==> config.mk <==
export PLATFORM = sky130hd
export DESIGN_NAME = result_uart_tx
export DESIGN_NICKNAME = d
export VERILOG_FILES = /design/src/rtl/cp80_pkg.sv /design/src/rtl/uart_tx_byte.sv /design/src/rtl/result_uart_tx.sv
export SDC_FILE = /design/constraint.sdc
export NUM_CORES = 1
export LEC_CHECK = 0
export CAP_MARGIN = 20
export CORE_ASPECT_RATIO = 1.2
export CORE_MARGIN = 4
export CORE_UTILIZATION = 54
export CTS_BUF_LIST = sky130_fd_sc_hd__clkbuf_8
export DETAILED_ROUTE_END_ITERATION = 7
export GPL_ROUTABILITY_DRIVEN = 0
export GPL_TIMING_DRIVEN = 0
export PLACE_DENSITY = 0.83
export SYNTH_ARGS = -nofsm -noshare
export SYNTH_HDL_FRONTEND = slang
export SYNTH_SLANG_ARGS = --single-unit
==> constraint.sdc <==
create_clock -name clk -period 2.84 [get_ports clk]
set_input_delay 0.852 -clock clk [delete_from_list [all_inputs] [get_ports clk]]
set_output_delay 0.852 -clock clk [all_outputs]
set_load 0.05 [all_outputs]
==> src/rtl/cp80_pkg.sv <==
// cp80_pkg: shared defaults, ASCII tail bytes and UART frame state encoding
package cp80_pkg;
  localparam int PW_BYTES_DEF = 10;
  localparam int CLKS_PER_BIT_DEF = 434;
  localparam logic [7:0] ASCII_CR = 8'h0D;
  localparam logic [7:0] ASCII_LF = 8'h0A;
  typedef enum logic [1:0] {IDLE, START, DATA, STOP} tx_state_t;
endpackage

==> src/rtl/uart_tx_byte.sv <==
// uart_tx_byte: 8N1 serializer; start may be asserted in the final stop cycle for gapless bytes
module uart_tx_byte
  import cp80_pkg::*;
#(
  parameter int CLKS_PER_BIT = CLKS_PER_BIT_DEF
) (
  input  logic       clk,
  input  logic       rst_n,
  input  logic       start,
  input  logic [7:0] data,
  output logic       txd,
  output logic       done
);
  localparam int BW = (CLKS_PER_BIT > 1) ? $clog2(CLKS_PER_BIT) : 1;
  localparam logic [BW-1:0] LAST = BW'(CLKS_PER_BIT - 1);
  tx_state_t state;
  logic [BW-1:0] baud;
  logic [2:0] bit_cnt;
  logic [7:0] sh;
  logic tick;
  assign tick = baud == LAST;
  assign done = state == STOP && tick;
  always_ff @(posedge clk or negedge rst_n) begin
    if (!rst_n) begin
      state <= IDLE;
      baud <= '0;
      bit_cnt <= '0;
      sh <= '0;
      txd <= 1'b1;
    end else if (start) begin
      state <= START;
      baud <= '0;
      bit_cnt <= '0;
      sh <= data;
      txd <= 1'b0;
    end else if (state != IDLE) begin
      baud <= tick ? '0 : baud + 1'b1;
      if (tick) begin
        if (state == START) begin
          state <= DATA;
          txd <= sh[0];
          sh <= {1'b0, sh[7:1]};
        end else if (state == DATA) begin
          if (bit_cnt == 3'd7) begin
            state <= STOP;
            txd <= 1'b1;
          end else begin
            bit_cnt <= bit_cnt + 3'd1;
            txd <= sh[0];
            sh <= {1'b0, sh[7:1]};
          end
        end else begin
          state <= IDLE;
          txd <= 1'b1;
        end
      end
    end
  end
endmodule

==> src/rtl/result_uart_tx.sv <==
// result_uart_tx: buffers one password and streams it MSB byte first over UART 8N1
// Define CRLF_EN to append CR LF after the password bytes.
module result_uart_tx
  import cp80_pkg::*;
#(
  parameter int PW_BYTES     = PW_BYTES_DEF,
  parameter int CLKS_PER_BIT = CLKS_PER_BIT_DEF
) (
  input  logic                  clk,
  input  logic                  rst_n,
  input  logic                  pw_valid,
  input  logic [PW_BYTES*8-1:0] pw_data,
  output logic                  pw_ready,
  output logic                  txd,
  output logic                  busy
);
`ifdef CRLF_EN
  localparam int NBYTES = PW_BYTES + 2;
`else
  localparam int NBYTES = PW_BYTES;
`endif
  localparam int IW = $clog2(PW_BYTES + 2);
  localparam logic [IW-1:0] LAST_IDX = IW'(NBYTES - 1);
  logic [PW_BYTES*8-1:0] pw_buf;
  logic [IW-1:0] byte_idx;
  logic accept, done, more, start;
  logic [7:0] tx_byte;
  assign accept = pw_valid & pw_ready;
  assign more = busy && done && byte_idx != LAST_IDX;
  assign start = accept | more;
  // first byte bypasses the buffer so the start bit leaves one cycle after accept
`ifdef CRLF_EN
  assign tx_byte = accept ? pw_data[PW_BYTES*8-1 -: 8] :
                   byte_idx < IW'(PW_BYTES - 1) ? pw_buf[PW_BYTES*8-1 -: 8] :
                   byte_idx == IW'(PW_BYTES - 1) ? ASCII_CR : ASCII_LF;
`else
  assign tx_byte = accept ? pw_data[PW_BYTES*8-1 -: 8] : pw_buf[PW_BYTES*8-1 -: 8];
`endif
  always_ff @(posedge clk or negedge rst_n) begin
    if (!rst_n) begin
      pw_buf <= '0;
      byte_idx <= '0;
      busy <= 1'b0;
      pw_ready <= 1'b1;
    end else if (accept) begin
      pw_buf <= pw_data << 8;
      byte_idx <= '0;
      busy <= 1'b1;
      pw_ready <= 1'b0;
    end else if (busy && done) begin
      if (byte_idx == LAST_IDX) begin
        byte_idx <= '0;
        busy <= 1'b0;
        pw_ready <= 1'b1;
      end else begin
        byte_idx <= byte_idx + 1'b1;
        pw_buf <= pw_buf << 8;
      end
    end
  end
  uart_tx_byte #(.CLKS_PER_BIT(CLKS_PER_BIT)) u_byte (
    .clk(clk),
    .rst_n(rst_n),
    .start(start),
    .data(tx_byte),
    .txd(txd),
    .done(done)
  );
endmodule

==> metrics.md <==
| Metric | Value |
|---|---|
| Status | finished clean |
| Initial antenna violation count | 0 |
| Diode count | 0 |
| Largest net degree at the start of global routing | 60 |
| Die W | 93.9 µm |
| Worst-Margin Slew | 0.742 ns |
| CTS max path bufs | 2 |
| Post-synth EDFFs | 0 |
| Synthesized Nets | 637 |
| Top-count cell post-synth | nand2_1 |
| Initial DRC count | 393 |
| Htree depth | 3 |
| CTS Sinks | 101 |
| Register area share after synthesis | 0.529 |
| Area growth, synth to finish | 25.3% |
| Total power draw | 3.24 mW |
| Min setup slack post-route | 0.209 ns |
| Unrepaired setup endpoints after global routing | no |
| Drt via density | 5.71 |
| Worst Path Arrival | 2.91 ns |
| Top cells by area, synth | dfrtp_1 52%, nand2_1 11%, a31oi_1 8.5% |
| Gate Count Post-Synth | 544 |
| Highest Clock Rate | 380 MHz |
| YS warnings | 0 |
| Tmin final | 2.63 ns |
| R2r startpoint | u_byte.baud[1] |
| LEAKAGE | 2.65 nW |
| Pwr Density | 540 nW/µm² |
| DPL Wire Length | 9360 µm |
| Crit. End Element | flop |
| Hold WC Path Type | primary input to asynchronous set/reset pin |
| Die ar. | 10400 µm² |
| Port bufs | 85 |
| Period utilization | 0.927 |
| Routed via count | 4360 |
| Register bit total from synthesis | 101 |
| Final hold violation count | 0 |
| Async SR Flop Fraction | 1.00 |
| Worst Path Max Fanout | 10 |
| Fraction of layout cells with a size suffix above 1 | 0.0480 |
| First-pass GRT wire length | 20700 µm |
| Wire per inst | 16.6 µm |
| Number of global-route vias before repair | 4377 |
| Hold WS | 0.475 ns |
| Fin. max-slew vios | 0 |
| TritonCTS clock tree | done |
| Rows | 37 |
| Initial Utilization | 0.556 |
| Worst skew pair latency | 0.37 ns |
| Max-Cap Viols | 0 |
| Placed instance area | 5810 µm² |
| Avg Cell Area, Syn | 8.80 µm² |
| CP Launch Point | pw_valid |
| Fin nets | 734 |
| Slew margin rel. | 0.502 |
| Post-CTS setup buffer count | 0 |
| DRC | 0 |
| Place WS | -0.275 ns |
| Peak VDD IR | 0.321 mV |
| Synthesized area | 4780 µm² |
| Vert. Die Dim | 111 µm |
| Setup CP Type | primary input to flop |
| Num ports | 86 |
| DRT Pass-1 Iters | 6 |
| Clock root cell | clkbuf_8 |
| Setup crit start kind | primary input |
| Most common flop cell mapped by yosys | dfrtp_1 |
| Gr usage total | 0.250 |
| Post-route cell area | 5990 µm² |
| Grt ovf | 0 |
| TritonCTS buffer count | 9 |
| Leading area contributor after synthesis | dfrtp_1 |
| Setup Skew | 0.0122 ns |
| Final WL | 12700 µm |
| Critical path data required time | 3.12 ns |
| Synth unique cells | 41 |
| Core ar. | 8610 µm² |
| Top post-synthesis cells by count | 146 x nand2_1, 99 x dfrtp_1, 84 x nor2_1 |
| Detail Route Antenna Nets | 0 |
| Clock Pin Slew Worst Setup and Hold Paths | 0.10 ns |
| Top cell type's share of synthesized area | 0.518 |
| Final setup fails | 0 |
-- routing by layer --
metal,GRT usage,up-vias,share of wire
met5,0,-,0
met1,0.319,2070,0.39
met4,0.108,0,0.030
met2,0.418,202,0.51
li1,-,2051,-
met3,0.0353,37,0.070
-- flip-flops by register name, summed over array words and instances (netlist names) --
| signal | flops |
|---|---|
| pw_buf | 72 |
| u_byte.baud | 9 |
| u_byte.sh | 8 |
| byte_idx | 4 |
| u_byte.bit_cnt | 3 |
| u_byte.state | 2 |
| busy | 1 |
| pw_ready | 1 |
| u_byte.txd | 1 |
-- final timing paths --
check	depth (start not counted)	slack (ns)	end
setup / recovery	7	0.21	u_byte.state[1]
hold / removal	1	0.47	byte_idx[1]
setup reg to reg	8	0.26	u_byte.baud[1]
hold reg to reg	2	0.50	u_byte.txd
max in group asynchronous	2	1.69	pw_buf[52]
min in group clk	2	0.50	u_byte.txd
-- stage by stage --
step,setup TNS [ns],utilization,instances
after floorplan,0,-,544
final,0,0.696,763
after CTS,0,0.696,763
after global placement,-275.38,0.671,746
after detailed placement,-3.30,0.674,747
after global routing,0,0.696,763
-- layout by cell type (no fill, tap or decap), drive strengths merged, types with 2 or more instances in the layout --
cell,Yosys,routed
nand2,146,146
dfrtp,99,99
nor2,84,84
clkdlybuf4s50,0,84
a31oi,65,65
clkbuf,35,45
a21oi,19,19
ha,10,10
a22o,8,8
o21ai,8,8
nand3,8,8
mux2,7,7
inv,5,7
xnor2,5,5
mux2i,4,4
buf,2,4
nor3,3,3
and3,3,3
and2,2,2
nand4,2,2
a41oi,2,2
o22ai,2,2
a21o,2,2
a311oi,2,2
a22oi,2,2
a21boi,2,2
clkinv,0,2
clkinvlp,0,2
dfstp,2,2
-- logic make-up after synthesis --
kind of cell             synth area share
flip-flops                          0.529
multiplexers                       0.0248
buffers and inverters              0.0335
XOR/XNOR                           0.0110
AO/OA/AOI/OAI                       0.154
adder cells (fa/ha/maj)            0.0262
AND/OR/NAND/NOR                     0.221
-- power by group --
part / switching [mW] / total (mW) / internal [mW] / leakage [nW]
clock network: 0.514 / 0.863 / 0.349 / 0.0918
logic: 0.242 / 0.558 / 0.315 / 1.42
registers: 0.177 / 1.82 / 1.64 / 1.14
total: 0.933 / 3.24 / 2.31 / 2.65
-- final cells by class --
class / count / area (µm²)
clock inverter: 6 / 47.5
sequential: 101 / 2530
inverter: 5 / 18.8
timing repair buffer: 86 / 876
fill: 676 / 2620
buffer: 37 / 144
clock buffer: 10 / 138
tap: 117 / 146
multi-input combinational: 401 / 2090
-- critical path, stage by stage --
cell             delay (ns)
clkdlybuf4s50_1        0.44
and2_1                 0.17
clkbuf_1               0.23
a41oi_1                0.41
clkbuf_1               0.52
nand4_1                0.17
o21ai_0                0.12
-- repair_timing --
action,CTS,global route
hold buffers,0,0
endpoints found under the setup margin,0,9
resized for setup,0,4
Power figures use the tool's default switching activity.
